$ cat src/rtl/fetch_unit.sv
// fetch_unit: PC-driven instruction fetch with one outstanding I-cache request and a small tagged instruction FIFO
module fetch_unit #(
  parameter logic [15:0] RESET_PC = 16'h0000,
  parameter int FIFO_DEPTH = 4
) (
  input  logic        clk,
  input  logic        reset,
  output logic [15:0] icache_addr,
  output logic        icache_en,
  input  logic        icache_ack,
  input  logic [31:0] icache_do,
  output logic [31:0] instr,
  output logic [15:0] instr_pc,
  output logic        instr_valid,
  input  logic        instr_ready,
  input  logic        redirect,
  input  logic [15:0] redirect_pc
);
  localparam int AW = $clog2(FIFO_DEPTH);
  localparam logic [AW:0] FULL = (AW+1)'(FIFO_DEPTH);
  localparam logic [1:0] IDLE = 2'd0, FETCH = 2'd1, DISCARD = 2'd2;
  logic [1:0] state;
  logic [15:0] pc;
  logic [15:0] target;
  logic [31:0] buf_instr [FIFO_DEPTH];
  logic [15:0] buf_pc [FIFO_DEPTH];
  logic [AW-1:0] head, tail;
  logic [AW:0] count;
  logic push, pop;
  assign target = {redirect_pc[15:2], 2'b00};
  assign push = state == FETCH && icache_ack && !redirect;
  assign instr_valid = count != '0;
  assign pop = instr_valid && instr_ready;
  assign tail = head + count[AW-1:0];
  assign instr = instr_valid ? buf_instr[head] : '0;
  assign instr_pc = instr_valid ? buf_pc[head] : '0;
  // Request sequencing: issue from IDLE, wait for ack, swallow the ack of a redirected request
  always_ff @(posedge clk) begin
    if (!reset) begin
      state <= IDLE;
      pc <= RESET_PC;
      icache_en <= 1'b0;
      icache_addr <= RESET_PC;
    end else begin
      case (state)
        IDLE: if (!redirect && count < FULL) begin
          state <= FETCH;
          icache_en <= 1'b1;
          icache_addr <= pc;
        end
        FETCH: if (icache_ack) begin
          state <= IDLE;
          icache_en <= 1'b0;
          pc <= pc + 16'd4;
        end else if (redirect) state <= DISCARD;
        DISCARD: if (icache_ack) begin
          state <= IDLE;
          icache_en <= 1'b0;
        end
        default: state <= IDLE;
      endcase
      if (redirect) pc <= target;
    end
  end
  // Occupancy and head pointer; a redirect empties the buffer regardless of push/pop
  always_ff @(posedge clk) begin
    if (!reset || redirect) begin
      head <= '0;
      count <= '0;
    end else begin
      if (pop) head <= head + AW'(1);
      count <= count + (AW+1)'(push) - (AW+1)'(pop);
    end
  end
  // Entry storage, written at the tail slot on each accepted fetch
  always_ff @(posedge clk) begin
    if (reset && push) begin
      buf_instr[tail] <= icache_do;
      buf_pc[tail] <= pc;
    end
  end
endmodule

$ cat config.mk
export PLATFORM = sky130hd
export DESIGN_NAME = fetch_unit
export DESIGN_NICKNAME = d
export VERILOG_FILES = /design/src/rtl/fetch_unit.sv
export SDC_FILE = /design/constraint.sdc
export NUM_CORES = 1
export LEC_CHECK = 0
export ABC_AREA = 1
export CAP_MARGIN = 25
export CORE_MARGIN = 2
export CORE_UTILIZATION = 59
export DETAILED_ROUTE_END_ITERATION = 10
export PLACE_DENSITY_LB_ADDON = 0.2
export RECOVER_POWER = 100
export SYNTH_ARGS = -nofsm -noshare
export SYNTH_HDL_FRONTEND = slang
export SYNTH_SLANG_ARGS = --single-unit
$ cat constraint.sdc
create_clock -name clk -period 16.3 [get_ports clk]
set_clock_uncertainty 0.15 [all_clocks]
set_input_delay 3.26 -clock clk [delete_from_list [all_inputs] [get_ports clk]]
set_output_delay 3.26 -clock clk [all_outputs]
set_load 0.1 [all_outputs]
## Word level (Yosys, flattened, before mapping)

Memory sizes are Yosys's and may differ from the RTL's. A register that Yosys moved wholly into a read port is not among the register bits.
Index checks and enable logic that the tools add are counted.

| word-level totals | value |
|---|---|
| register bits after elaboration | 40 |
| bits in read-only memories | 0 |
| memory bits (writable) | 192 |
| memories | 2 |
| bits in latches | 0 |
| logic and storage cells | 61 |

Memories:

| name | depth | width | rd ports | clocked after memory_dff | wr ports | line | RTL |
|---|---|---|---|---|---|---|---|
| buf_instr | 4 | 32 | 1 | 1 | 1 | 25 | `logic [31:0] buf_instr [FIFO_DEPTH];` |
| buf_pc | 4 | 16 | 1 | 1 | 1 | 26 | `logic [15:0] buf_pc [FIFO_DEPTH];` |

| cells by class | value |
|---|---|
| divide/modulo/power cells | 0 |
| magnitude comparators | 1 |
| multiply operators | 0 |
| equality and inequality tests | 6 |
| shift-type cells | 0 |
| bitwise logic cells | 1 |
| reductions and logical operators | 20 |
| mux-type cells | 19 |
| add/subtract/negate cells | 5 |

Operators with widths:

| cell | count |
|---|---|
| 16-bit two-way mux | 4 |
| 32-bit two-way mux | 1 |
| 16-bit by 3-bit adder with 16-bit output, second input constant | 1 |
| 2-bit two-way mux | 8 |
| 2-bit one-hot mux with 3 select lines | 1 |
| 2-bit AND reduction | 3 |
| 3-bit AND reduction | 2 |
| 2-bit nonzero test | 3 |
| 1-bit logical AND | 5 |
| 1-bit two-way mux | 4 |
| 2-bit inequality test, second input constant | 2 |
| 2-bit OR reduction | 2 |
| 3-bit by 1-bit adder with 3-bit output | 1 |
| 3-bit < comparator, second input constant | 1 |
| 3-bit inequality test, second input constant | 1 |
| 3-bit nonzero test | 1 |
| 3-bit by 1-bit subtractor with 3-bit output | 1 |
| 2-bit by 1-bit adder with 2-bit output, second input constant | 1 |
| 2-bit adder | 1 |
| 2-bit by 1-bit == test with 1-bit output, second input constant | 1 |
| 2-bit == test, second input constant | 1 |
| 1-bit logical NOT | 2 |
| 2-bit logical NOT | 1 |
| 2-bit by 1-bit inequality test with 1-bit output, second input constant | 1 |
| other kinds (3) | 3 |

## Longest topological paths before layout

Gate-level depths: netlist (run 1).

| logic depth | value |
|---|---|
| depth after elaboration | 6 |
| gate-level depth with buffers | 13 |
| mapped depth without buffers | 13 |

## Least setup slack after synthesis (run 1)

OpenSTA, ideal clock, no wires.

| timing | value |
|---|---|
| path kind | in2reg |
| start | input port redirect |
| end | memory buf_instr[0][0], enable pin |
| setup time | 0.506 ns |
| stages | 6 |
| buffers on the path | 1 |
| arrival time | 6.893 ns |
| setup slack | 8.750 ns |
| required time | 15.644 ns |
| cell sequence | buf_6 -> nor2_4 -> inv_2 -> nor2_8 -> inv_2 -> nor3_1 |

| on the way | value |
|---|---|
| word-level cells in the longest chain between the ends | 5 |

Ends and longest elaborated chain:

| what | line | RTL |
|---|---|---|
| start, declared | 16 | `input logic redirect,` |
| 1-bit logical NOT | 31 | `assign push = state == FETCH && icache_ack && !redirect;` |
| 1-bit logical AND | 31 |  |
| 1-bit logical AND | 77 | `if (reset && push) begin` |
| 1-bit two-way mux | 77 |  |
| 1-bit two-way mux (not written as such) | 78 | `buf_instr[tail] <= icache_do;` |
| end, declared | 25 |  |

No other way between the ends.

==> results.md, run 1 <==
- The flow ran to the end, but the final reports show violations.
- The final reports fail on max-capacitance violations, max-slew violations.
- For the worst setup path, the data required time is roughly 13 ns.
- The fraction of final layout cells with drive strength greater than 1 is 0.0461.
- The kind of cell with the highest combined delay along the critical path is buffers and inverters.
- The number of ports placed on the die boundary is approximately 120.
- The mean cell area of the mapped netlist is 11.1 um^2.
- The synthesized-area fraction occupied by ao, oa, aoi and oai cells is 0.112.
- The yosys synthesis warning count is 0.
- The final estimated routing congestion in global placement is 0.914.
- Summed over all nets, the half-perimeter wirelength after detailed placement is 11.3 mm.
- In this run the deepest clock path goes through 3 buffers.
- Of the synthesized area, sequential elements account for 0.693.
- For the pin with the worst max-slew slack, the measured transition is roughly 3.3 ns.
- In the detailed route, the total length drawn on met2 is 9.97 mm.
- The worst relative slew slack is -1.22.
- The initial antenna violation count is 1.
- The floorplan has 45 rows.
- The final global-route overflow total is 0.
- The number of instances in the synthesized netlist is 816.
- The number of gates resized after CTS is 0.
- The number of endpoints failing setup at the final stage is 0.
- The clock transition at the register clock pins on the worst setup and hold paths after CTS is about 0.060 ns.
- The post-synthesis to final-layout area growth is 20.3%.
- The worst path meets setup with roughly 6.2 ns of slack.
- Max-cap violations in this run came to 5.
- The worst-case IR drop observed on VDD is 0.0956 mV.
- Entering global routing, the biggest net connects 94 pins.
- The first-pass GRT wire length is 31.0 mm.
- The max-slew violation total from the final report is 282.
- The count of placed standard cells in the final layout, fillers left out is approximately 1,100.
- The via count of the first global-routing pass was 6,558.
- After the last flow step, the layout net total stands at 980.
- The die outline area is 0.0164 mm^2.
- Buffers added to address setup during post-CTS repair amount to 0.
- The number of buffers inserted during clock tree synthesis is 22.
- In the detailed route, the total length drawn on met3 is around 1.2 mm.
- After the first detailed-routing iteration, the DRC count stood at roughly 600.
- The worst min-delay path category is flip-flop to flip-flop.
- The detailed-routing wirelength on met1 is 7.86 mm.
- The clock network latency to the later pin of the worst-skew pair is 0.49 ns.
- The post-synthesis simple-gate area fraction is 0.130.
- The highest metal layer used by the detailed router is met4.
- The clock net in this run drives a total of between 200 and 250 sinks.
- The critical path goes through inv_1 > buf_4 > o21ai_0 > a21oi_1 > dlygate4sd3_1.
- Across every metal layer, demand over resource in global routing totals 0.241.
- The largest individual stage delay along the critical path comes from the cell sky130_fd_sc_hd__dfxtp_1.
- Setup repair after global routing left no endpoint under its margin.
- In the finished design, the share of the clock period the worst path needs comes to 0.621.
- Yosys attributes the largest share of cell area to sky130_fd_sc_hd__edfxtp_1, sky130_fd_sc_hd__dfxtp_1, sky130_fd_sc_hd__nor2_1.
- The number of endpoints with negative hold slack in the final report came to 0.
- The critical path contains buffers and inverters numbering 3 combined.
- The worst endpoint data arrival time is 6.71 ns.
- STA classifies the critical path endpoint as an output port.
- Of the total synthesized cell area, the portion taken by XOR and XNOR cells is 0.00676.
- The count of nets left with antenna violations once routing finished came out at 0.
- For the final routed database, the setup TNS stands at 0 ns.
- For this run, the top clock speed supported by timing is 0.0988 GHz.
- The power per standard cell area is 127 mW/mm^2.
- The distinct cell type count after synthesis is 30.
- The total routed wirelength is 19.6 mm.
- Hold repair after CTS inserted 0 buffers.
- The critical path class is flip-flop to output port.
- The adder-cell area share of the yosys netlist is 0.0146.
- The final instance area is 0.0109 mm^2.
- In this run the vertical extent of the chip is between 100 and 150 um.
- The leakage power is 0.00398 uW.
- The instance count after placement with tap cells included is between 1,000 and 1,500.
- The area inside the core boundary is 0.0151 mm^2.
- In this run the worst path has a maximum fanout of 93.
- The number of vias in the routed layout is ~6,300.
- The number of port buffers is around 110.
- Of the post-synthesis cell area, the dominant cell type holds 0.609.
- CTS placed an instance of sky130_fd_sc_hd__clkbuf_16 at the clock tree root.
- Counting flops and latches in the post-synthesis netlist gives between 200 and 250.
- The top cell type by total area after synthesis is sky130_fd_sc_hd__edfxtp_1.
- At the end of the flow the core is filled with cells to 0.723.
- The first-pass iteration count of the detailed router is 5.
- The startpoint kind of the worst setup timing path is a flip-flop.
- The width of the die is around 130 um.
- The peak per-stage delay on the critical path is 2.58 ns.
- The cell area that synthesis handed to floorplanning was 0.00907 mm^2.
- After synthesis, the share of cell area in mux cells is 0.
- By area, the combinational part of the netlist is dominated by simple AND/OR/NAND/NOR gates.
- The number of design rule violations left after detail routing is 0.
- The post-layout minimum cycle time is 10.12 ns.
- The initial cell density of the core is 0.601.
- The TritonCTS clock tree is built.
- The post-place instance area is 0.0103 mm^2.
- In this run the number of H-tree levels came out at 1.
- Using the TritonRoute via totals, the vias-per-cell ratio works out to 5.61.
- OpenSTA, run right after detailed placement, puts the worst setup slack at 9.44 ns.
- The wire length per cell is 17.5 um.
==> metal layers <==
layer	up-vias	track usage
met4	0	0.0866
met3	49	0.0363
met5	-	0
met1	2986	0.291
li1	3016	-
met2	240	0.440
==> synth_stat cells (all sizes together) <==
| library cell | n |
|---|---|
| a21oi | 71 |
| a31oi | 4 |
| buf | 30 |
| clkbuf | 15 |
| conb | 1 |
| dfxtp | 38 |
| edfxtp | 184 |
| fa | 1 |
| ha | 9 |
| inv | 37 |
| nand2 | 59 |
| nand3 | 15 |
| nand3b | 1 |
| nand4 | 2 |
| nor2 | 207 |
| nor3 | 6 |
| o21ai | 127 |
| or2 | 2 |
| xnor2 | 2 |
| xor2 | 5 |
==> final timing paths <==
kind,cells after the start,from,slack (ns),to
setup / recovery,5,flip-flop,6.18,instr_pc[9]
hold / removal,2,icache_en,0.32,icache_en
setup reg to reg,7,state[1],11.99,buf_instr[2][24]
hold reg to reg,2,icache_en,0.32,icache_en
==> layout make-up <==
| type | count | area [um^2] |
|---|---|---|
| Inverter | 37 | 139 |
| Sequential cell | 222 | 6290 |
| Multi-Input combinational cell | 515 | 2380 |
| Tap cell | 188 | 235 |
| Clock inverter | 9 | 66.3 |
| Antenna cell | 1 | 2.50 |
| Fill cell | 1015 | 4180 |
| Timing Repair Buffer | 119 | 1170 |
| Clock buffer | 31 | 626 |
==> worst min-delay path, stage by stage (launching register included) <==
cell,delay (ns)
sky130_fd_sc_hd__dfxtp_1,0.31
sky130_fd_sc_hd__nand2_1,0.06
sky130_fd_sc_hd__a21oi_1,0.05
==> kinds of logic after synthesis <==
kind of cell,after synthesis
adder cells (fa/ha/maj),10
AND/OR/NAND/NOR,292
buffers and inverters,82
XOR/XNOR,7
other,1
AO/OA/AOI/OAI,202
flip-flops,222
==> layout by cell type (no fill, tap or decap), drive strengths merged <==
cell type and count:
or2 2, nand3 15, clkdlybuf4s50 18, dlygate4sd3 94, clkbuf 35, nand4 2, buf 3, clkinv 7
inv 37, bufinv 1, edfxtp 184, ha 9, clkinvlp 1, a31oi 4, fa 1, o21ai 127
diode 1, nand2 59, a21oi 71, dfxtp 38, xor2 5, xnor2 2, nand3b 1, nor2 207
conb 4, nor3 6
==> power breakdown <==
part	total, uW	switching [uW]	leakage, uW	internal [uW]
clock network	481	198	0.000339	283
logic	253	200	0.00166	53.6
registers	651	15.2	0.00198	636
total	1390	413	0.00398	973
==> sequential cells by signal, indices dropped and copies added (netlist names), named ones only <==
signal and cells:
buf_instr 128, buf_pc 56, icache_addr 14, pc 14
count 3, head 2, state 2, icache_en 1
==> per-stage QoR <==
step	total power, uW	hold slack [ns]
6_report	1390	0.318
5_1_grt	1440	0.352
4_1_cts	1400	0.322
3_5_place_dp	926	0.311
3_3_place_gp	920	0.307
2_1_floorplan	860	0.319
Note: power is estimated with default switching activity, not from simulation.
==> run 2, diff against run 1 <==
--- a/config.mk
+++ b/config.mk
@@ -8,7 +8,7 @@
 export ABC_AREA = 1
 export CAP_MARGIN = 25
 export CORE_MARGIN = 2
-export CORE_UTILIZATION = 59
+export CORE_UTILIZATION = 55
 export DETAILED_ROUTE_END_ITERATION = 10
 export PLACE_DENSITY_LB_ADDON = 0.2
 export RECOVER_POWER = 100
==> constraint.sdc (replaced) <==
create_clock -name clk -period 9.73 [get_ports clk]
set_clock_uncertainty 0.15 [all_clocks]
set_input_delay 1.946 -clock clk [delete_from_list [all_inputs] [get_ports clk]]
set_output_delay 1.946 -clock clk [all_outputs]
set_load 0.1 [all_outputs]
==> results.md, run 2 (same netlist as run 1, synthesis figures left out) <==
- The flow ran to the end, but the final reports show violations.
- The checks that failed: max-capacitance violations, max-slew violations.
- The number of DRC markers after the initial detailed-route iteration is 524 (-13%).
- Walking the worst path, the cells encountered are dlygate4sd3_1 > inv_1 > nor2_1 > inv_1 > nor2_1 > inv_1 > nor3_1 > clkbuf_1.
- The register with the highest flop count is buf_instr.
- The highest net fanout along the worst path came to 45 (-52%).
- The instance count after placement with tap cells included is 1,109 (+2.6%).
- The pin count of the biggest net entering global routing is 94 (unchanged).
- The number of instances on the worst hold path is 2 (unchanged).
- The start of the worst register-to-register path is state[1].
- The clock sink count is 222 (unchanged).
- The tree is rooted in a sky130_fd_sc_hd__clkbuf_16.
- The TritonCTS clock tree is built.
- The detailed placer's ending HPWL is 10.9 mm (-3.5%).
- The maximum count of clock buffers along a single path is 3 (unchanged).
- The width of the die is 132 um (+3.5%).
- The pin slew with the least headroom to its limit is 3.04 ns (-0.298 ns).
- The peak per-stage delay on the critical path is 2.12 ns (-0.46 ns).
- The worst setup path is of the primary input to flip-flop kind.
- The power per standard cell area is 215 mW/mm^2 (+69%).
- The first-pass iteration count of the detailed router is 5 (unchanged).
- The number of cells on the worst reg-to-reg path was 7 (unchanged).
- From synthesis to final layout, the design area changed by 21.9%.
- After detailed routing, no signal wire sits above met5.
- The area used by multi-input combinational logic was 0.00238 mm^2 (unchanged).
- The sum of met2 wire segment lengths after detailed routing was 9.87 mm (-0.97%).
- The number of buffers inserted during clock tree synthesis is 23 (+4.5%).
- The library cell used most frequently in the layout, excluding fill and tap cells, is sky130_fd_sc_hd__nor2_1.
- The met3 wirelength from detailed routing is 1.25 mm (+4.4%).
- The setup slack of the most critical reg-to-reg path is 5.44 ns (-6.55 ns).
- The register cell area after layout came to 0.00629 mm^2 (about the same).
- The fraction of final layout cells with drive strength greater than 1 is 0.0556 (+0.00953).
- The initial antenna violation count is 1 (unchanged).
- The final net count is 982 (+0.20%).
- The final instance area came to 0.0111 mm^2 (+1.3%).
- Derived from the worst setup path, the maximum achievable clock frequency is 0.150 GHz.
- The worst relative slew slack is -1.02 (+0.199).
- The via count of the first global-routing pass is 6,079 (-7.3%).
- The reported net switching power is 691 uW (+67%).
- The number of fill cells in the layout is 1,161 (+14%).
- The type of element capturing the critical path is a flip-flop.
- The worst endpoint data arrival time was 6.55 ns (-0.16 ns).
- The wire length per cell is 16.8 um (-4.0%).
- The quantity of hold-fixing buffers added after cts is 0 (unchanged).
- Setup repair after global routing left no endpoint under its margin.
- The number of gates resized after CTS is 0 (unchanged).
- The share of total power in sequential cells is 0.459 (-0.011).
- The portion of total power attributed to combinational logic is 0.179 (-0.004).
- The path with the worst hold slack has its endpoint at icache_en.
- The largest registers in the layout are buf_instr: 128 flops, buf_pc: 56 flops.
- On the critical path, the stage with the largest delay is an instance of sky130_fd_sc_hd__clkbuf_1.
- The number of flip-flops under the largest register name was 128 (unchanged).
- The number of design rule violations left after detail routing was 0 (unchanged).
- The number of maximum-capacitance violations came to 4 (-1).
- The internal cell power came to 1680 uW (+73%).
- The number of vias in the routed layout came to 6,217 (-1.2%).
- The final estimated routing congestion in global placement is 0.910 (-0.40%).
- The count of placed standard cells in the final layout, fillers left out came to 1,151 (+2.6%).
- The leakage power came to 0.00405 uW (+1.7%).
- The max-slew violation total from the final report is 186 (-34%).
- The number of ports placed on the die boundary was 119 (unchanged).
- The all-layer global routing usage was 0.217 (-0.0242).
- In this run the most critical hold path is launched from icache_en.
- Counting stages on the worst path, the most repeated cell is sky130_fd_sc_hd__inv_1.
- The first-pass GRT wire length came to 30.4 mm (-1.9%).
- The top cell types in the final layout, fill and taps aside, are sky130_fd_sc_hd__nor2_1, sky130_fd_sc_hd__edfxtp_1, sky130_fd_sc_hd__o21ai_0, sky130_fd_sc_hd__dlygate4sd3_1, sky130_fd_sc_hd__a21oi_1.
- The number of endpoints with negative hold slack in the final report is 0 (unchanged).
- The final global-route overflow total is 0 (unchanged).
- The clock transition at the register clock pins on the worst setup and hold paths after CTS is 0.06 ns (about the same).
- The via-per-instance ratio is 5.40 (-3.7%).
- The final cycle utilization of the critical path is 0.685.
- The H-tree depth is 1 (unchanged).
- The number of rows created at floorplan was 46 (+2.2%).
- Subtracting the final worst setup slack from the clock period gives roughly 6.7 ns.
- The area inside the core boundary was 0.0160 mm^2 (+6.0%).
- The post-place instance area came to 0.0103 mm^2 (+0.34%).
- The overall die height is 132 um (+3.5%).
- The startpoint kind of the worst setup timing path is a primary input.
- The peak supply drop is 0.152 mV (+59%).
- The endpoint identified for the worst register-to-register timing path is buf_instr[1][7].
- The detailed-routing wirelength on met1 is 7.90 mm (+0.50%).
- The final sum of negative setup slack is 0 ns (unchanged).
- The number of antenna cells inserted is 0 (-1).
- In this run the worst hold path is classified as flip-flop to flip-flop.
- The worst endpoint required time came to 9.61 ns (-3.28 ns).
- The number of port buffers was 112 (unchanged).
- The residual antenna-violating net count after detailed routing is 0 (unchanged).
- The number of endpoints failing setup at the final stage is 0 (unchanged).
- The power share of the clock group was 0.361 (+0.014).
- The clock network latency to the later pin of the worst-skew pair came to 0.49 ns (about the same).
- The die outline area is 0.0175 mm^2 (+7.0%).
- The initial cell density of the core came to 0.567 (-0.0342).
- The total routed wirelength is 19.3 mm (-1.6%).
- The number of buffers inserted to repair setup after CTS is 0 (unchanged).
- The fraction of power spent switching nets is 0.291 (-0.00679).
==> run 2: worst max path at each step <==
stage,from,slack (ns),endpoint
final,reset,3.06,buf_instr[1][7]
after global routing,reset,2.66,buf_instr[2][9]
after CTS,flip-flop,3.64,instr[4]
after detailed placement,flip-flop,4.16,instr[4]
after global placement,flip-flop,3.98,instr_pc[12]
after floorplan,redirect,3.49,buf_instr[0][0]
==> run 2: final cells by class <==
type,instances,share of cell area
repair buffers,120,0.108
flip-flops and latches,222,0.569
inverters,37,0.0126
multi-input cells,515,0.216
well taps,216,0.0245
clock inverters,5,0.00283
clock buffers,36,0.0670
==> run 2: metal layers <==
layer | vias to the layer above | GRT usage
li1 | 3030 | -
met1 | 2941 | 0.280
met4 | 2 | 0.0466
met2 | 217 | 0.391
met5 | - | 0
met3 | 27 | 0.0310
==> run 2: per-stage QoR <==
step	setup slack (ns)	hold WS (ns)	power, uW	utilization
2_1_floorplan	3.49	0.319	1440	-
3_3_place_gp	3.98	0.308	1540	0.643
5_1_grt	2.66	0.353	2460	0.691
6_report	3.06	0.321	2370	0.691
3_5_place_dp	4.16	0.313	1550	0.645
4_1_cts	3.64	0.329	2410	0.693
==> run 2: critical path: cells and delay by family <==
kind | cells | cell delay, ns
buffers and inverters | 5 | 3.76
AND/OR/NAND/NOR | 3 | 0.82
==> run 2: power by group through the flow <==
stage / Clock [uW] / Sequential [uW] / Combinational (uW)
6_report: 857 / 1090 / 426
5_1_grt: 916 / 1090 / 448
4_1_cts: 875 / 1090 / 444
3_5_place_dp: 0 / 1110 / 442
3_3_place_gp: 0 / 1110 / 434
2_1_floorplan: 0 / 1230 / 215
==> run 3, diff against run 2 <==
--- a/config.mk
+++ b/config.mk
@@ -8,7 +8,7 @@
 export ABC_AREA = 1
 export CAP_MARGIN = 25
 export CORE_MARGIN = 2
-export CORE_UTILIZATION = 55
+export CORE_UTILIZATION = 50
 export DETAILED_ROUTE_END_ITERATION = 10
 export PLACE_DENSITY_LB_ADDON = 0.2
 export RECOVER_POWER = 100
==> constraint.sdc (replaced) <==
create_clock -name clk -period 5.59 [get_ports clk]
set_clock_uncertainty 0.15 [all_clocks]
set_input_delay 1.118 -clock clk [delete_from_list [all_inputs] [get_ports clk]]
set_output_delay 1.118 -clock clk [all_outputs]
set_load 0.1 [all_outputs]
==> results.md, run 3 (same netlist as run 1, synthesis figures left out) <==
- The power per standard cell area is 376 mW/mm^2 (+75%).
- In the finished design, the share of the clock period the worst path needs comes to 0.880.
- The initial cell density of the core is 0.507 (-0.0602).
- The share of total power in sequential cells is 0.466 (+0.007).
- The first-pass GRT wire length is 30.4 mm (-0.25%).
- The number of endpoints failing setup at the final stage is 0 (unchanged).
- The start of the worst register-to-register path is state[1].
- The all-layer global routing usage is 0.196 (-0.0212).
- The buffer type at the clock tree root is sky130_fd_sc_hd__clkbuf_16.
- The number of DRC markers after the initial detailed-route iteration was 387 (-26%).
- The number of antenna cells inserted is 0 (unchanged).
- The via count of the first global-routing pass is 5,869 (-3.5%).
- The number of vias in the routed layout came to 6,157 (-0.97%).
- The worst hold path belongs to the class flip-flop to flip-flop.
- The area inside the core boundary is 0.0179 mm^2 (+12%).
- The initial antenna violation count came to 0 (-1).
- The final global-route overflow total is 0 (unchanged).
- The number of endpoints with negative hold slack in the final report is 0 (unchanged).
- The H-tree depth came to 1 (unchanged).
- The pin slew with the least headroom to its limit is 1.89 ns (-1.15 ns).
- The wire length per cell is 16.5 um (-1.5%).
- The residual antenna-violating net count after detailed routing is 0 (unchanged).
- The setup slack of the most critical reg-to-reg path was 2.08 ns (-3.36 ns).
- The number of buffers inserted during clock tree synthesis is 22 (-4.3%).
- The number of design rule violations left after detail routing is 0 (unchanged).
- The total routed wirelength is 19.3 mm (+0.15%).
- The number of buffers inserted to repair setup after CTS is 0 (unchanged).
- The fraction of final layout cells with drive strength greater than 1 was 0.0733 (+0.0177).
- The overall die height was 139 um (+4.7%).
- The type of element capturing the critical path is an output port.
- The worst endpoint required time was 4.32 ns (-5.29 ns).
- The reported net switching power is 1200 uW (+73%).
- The worst hold path begins at icache_en.
- Leaving out fill and tap cells, the most frequent cells in the layout are sky130_fd_sc_hd__nor2_1, sky130_fd_sc_hd__edfxtp_1, sky130_fd_sc_hd__o21ai_0, sky130_fd_sc_hd__a21oi_1, sky130_fd_sc_hd__nand2_1.
- The leakage power is 0.00386 uW (-4.6%).
- The final sum of negative setup slack came to 0 ns (unchanged).
- The critical path in this run is classified as flip-flop to output port.
- The final instance area was 0.0108 mm^2 (-2.1%).
- The peak clock frequency supported by timing is 0.203 GHz.
- The clock network latency to the later pin of the worst-skew pair came to 0.49 ns (about the same).
- The power share of the clock group was 0.355 (-0.006).
- The final estimated routing congestion in global placement is 0.830 (-8.8%).
- The number of fill cells in the layout is 1,489 (+28%).
- The final net count is 988 (+0.61%).
- The largest registers in the layout are buf_instr: 128 flops, buf_pc: 56 flops.
- The instance count after placement with tap cells included is 1,130 (+1.9%).
- The post-place instance area is 0.0103 mm^2 (-0.42%).
- The startpoint kind of the worst setup timing path is a flip-flop.
- Subtracting the final worst setup slack from the clock period gives 4.92 ns.
- The clock sink count came to 222 (unchanged).
- The worst hold path terminates at icache_en.
- The endpoint of the most critical register-to-register path is buf_instr[2][29].
- The width of the die came to 139 um (+4.7%).
- The count of placed standard cells in the final layout, fillers left out is 1,170 (+1.7%).
- The maximum count of clock buffers along a single path is 3 (unchanged).
- The clock transition at the register clock pins on the worst setup and hold paths after CTS is 0.06 ns (about the same).
- The number of maximum-capacitance violations is 2 (-2).
- The detailed placer's ending HPWL was 11.2 mm (+2.3%).
- The max-slew violation total from the final report was 59 (-68%).
- Leaving out fill and tap cells, the most frequent cell in the layout is sky130_fd_sc_hd__nor2_1.
- The worst relative slew slack came to -0.261 (+0.763).
- The via-per-instance ratio is 5.26 (-2.6%).
- The first-pass iteration count of the detailed router is 5 (unchanged).
- The pin count of the biggest net entering global routing is 80 (-15%).
- The number of flip-flops under the largest register name is 128 (unchanged).
- The internal cell power is 2880 uW (+71%).
- The peak supply drop is 0.255 mV (+68%).
- The number of ports placed on the die boundary is 119 (unchanged).
- The final reports fail on max-capacitance violations, max-slew violations.
- The flow ran to the end, but the final reports show violations.
- The number of port buffers is 112 (unchanged).
- The number of rows created at floorplan is 49 (+6.5%).
- The register with the highest flop count is buf_instr.
- The portion of total power attributed to combinational logic is 0.179 (about the same).
- The total design power is 4070 uW (+72%).
- TritonCTS built the clock tree.
- The quantity of hold-fixing buffers added after cts is 0 (unchanged).
- The worst endpoint data arrival time is 3.65 ns (-2.90 ns).
- The post-synthesis to final-layout area growth is 19.3%.
- The highest net fanout along the worst path was 79 (+76%).
- The fraction of power spent switching nets was 0.293 (+0.00212).
- Setup repair after global routing left no endpoint under its margin.
- The number of instances on the worst hold path is 2 (unchanged).
- The number of cells on the worst reg-to-reg path is 7 (unchanged).
- The die outline area was 0.0192 mm^2 (+9.7%).
- The number of gates resized after CTS is 0 (unchanged).
## run 3: cell types whose count changed in the layout (fill, tap and decap cells not counted), moves of 2 or more
cell                            delta
sky130_fd_sc_hd__dlygate4sd3_1    -43
sky130_fd_sc_hd__clkbuf_1         +31
sky130_fd_sc_hd__buf_4            +19
sky130_fd_sc_hd__clkbuf_16         -4
sky130_fd_sc_hd__clkbuf_8          +4
sky130_fd_sc_hd__clkbuf_4          -3
sky130_fd_sc_hd__clkbuf_2          +2
## run 3: critical path: stages, from the launching register on
cell                       delay [ns]
sky130_fd_sc_hd__dfxtp_2         0.61
sky130_fd_sc_hd__inv_1           0.45
sky130_fd_sc_hd__buf_4           0.68
sky130_fd_sc_hd__o21ai_0         0.23
sky130_fd_sc_hd__a21oi_1         0.27
sky130_fd_sc_hd__clkbuf_1        0.89
## run 3: layout make-up
class / count / area, um^2 / share of cell area
multi-input cells: 515 / 2380 / 0.220
flip-flops and latches: 222 / 6290 / 0.581
clock inverters: 6 / 55.1 / 0.00509
well taps: 229 / 287 / 0.0265
inverters: 37 / 139 / 0.0128
clock buffers: 34 / 677 / 0.0625
repair buffers: 127 / 996 / 0.0920
## run 3: metrics by stage
| step | util | hold slack, ns | setup WS [ns] |
|---|---|---|---|
| 2_1_floorplan | - | 0.319 | 0.182 |
| 5_1_grt | 0.605 | 0.322 | 0.536 |
| 4_1_cts | 0.615 | 0.316 | 1.19 |
| 3_5_place_dp | 0.574 | 0.306 | 1.35 |
| 6_report | 0.605 | 0.308 | 0.673 |
| 3_3_place_gp | 0.574 | 0.312 | 1.37 |
## run 3: how the worst max path moves through the flow
| stage | from | slack, ns | depth (start not counted) | to |
|---|---|---|---|---|
| floorplan | redirect | 0.18 | 6 | buf_instr[0][0] |
| global placement | redirect | 1.37 | 11 | count[2] |
| detailed placement | redirect | 1.35 | 11 | count[2] |
| CTS | flip-flop | 1.19 | 4 | instr[15] |
| global route | flip-flop | 0.54 | 5 | instr_pc[5] |
| finish | flip-flop | 0.67 | 5 | instr[24] |
## run 3: power by group through the flow
| stage | logic, uW | registers, uW | clock network [uW] |
|---|---|---|---|
| 2_1_floorplan | 374 | 2130 | 0 |
| 3_3_place_gp | 761 | 1930 | 0 |
| 3_5_place_dp | 766 | 1930 | 0 |
| 4_1_cts | 769 | 1900 | 1470 |
| 5_1_grt | 774 | 1900 | 1530 |
| 6_report | 729 | 1900 | 1450 |
## run 3: metal layers
metal | routed length (um) | GRT usage | vias up | share of wire
li1 | - | - | 3036 | -
met1 | 8850 | 0.273 | 2944 | 0.46
met5 | 0 | 0 | - | 0
met3 | 947 | 0.0252 | 21 | 0.049
met2 | 9270 | 0.331 | 156 | 0.48
met4 | 256 | 0.0489 | 0 | 0.013
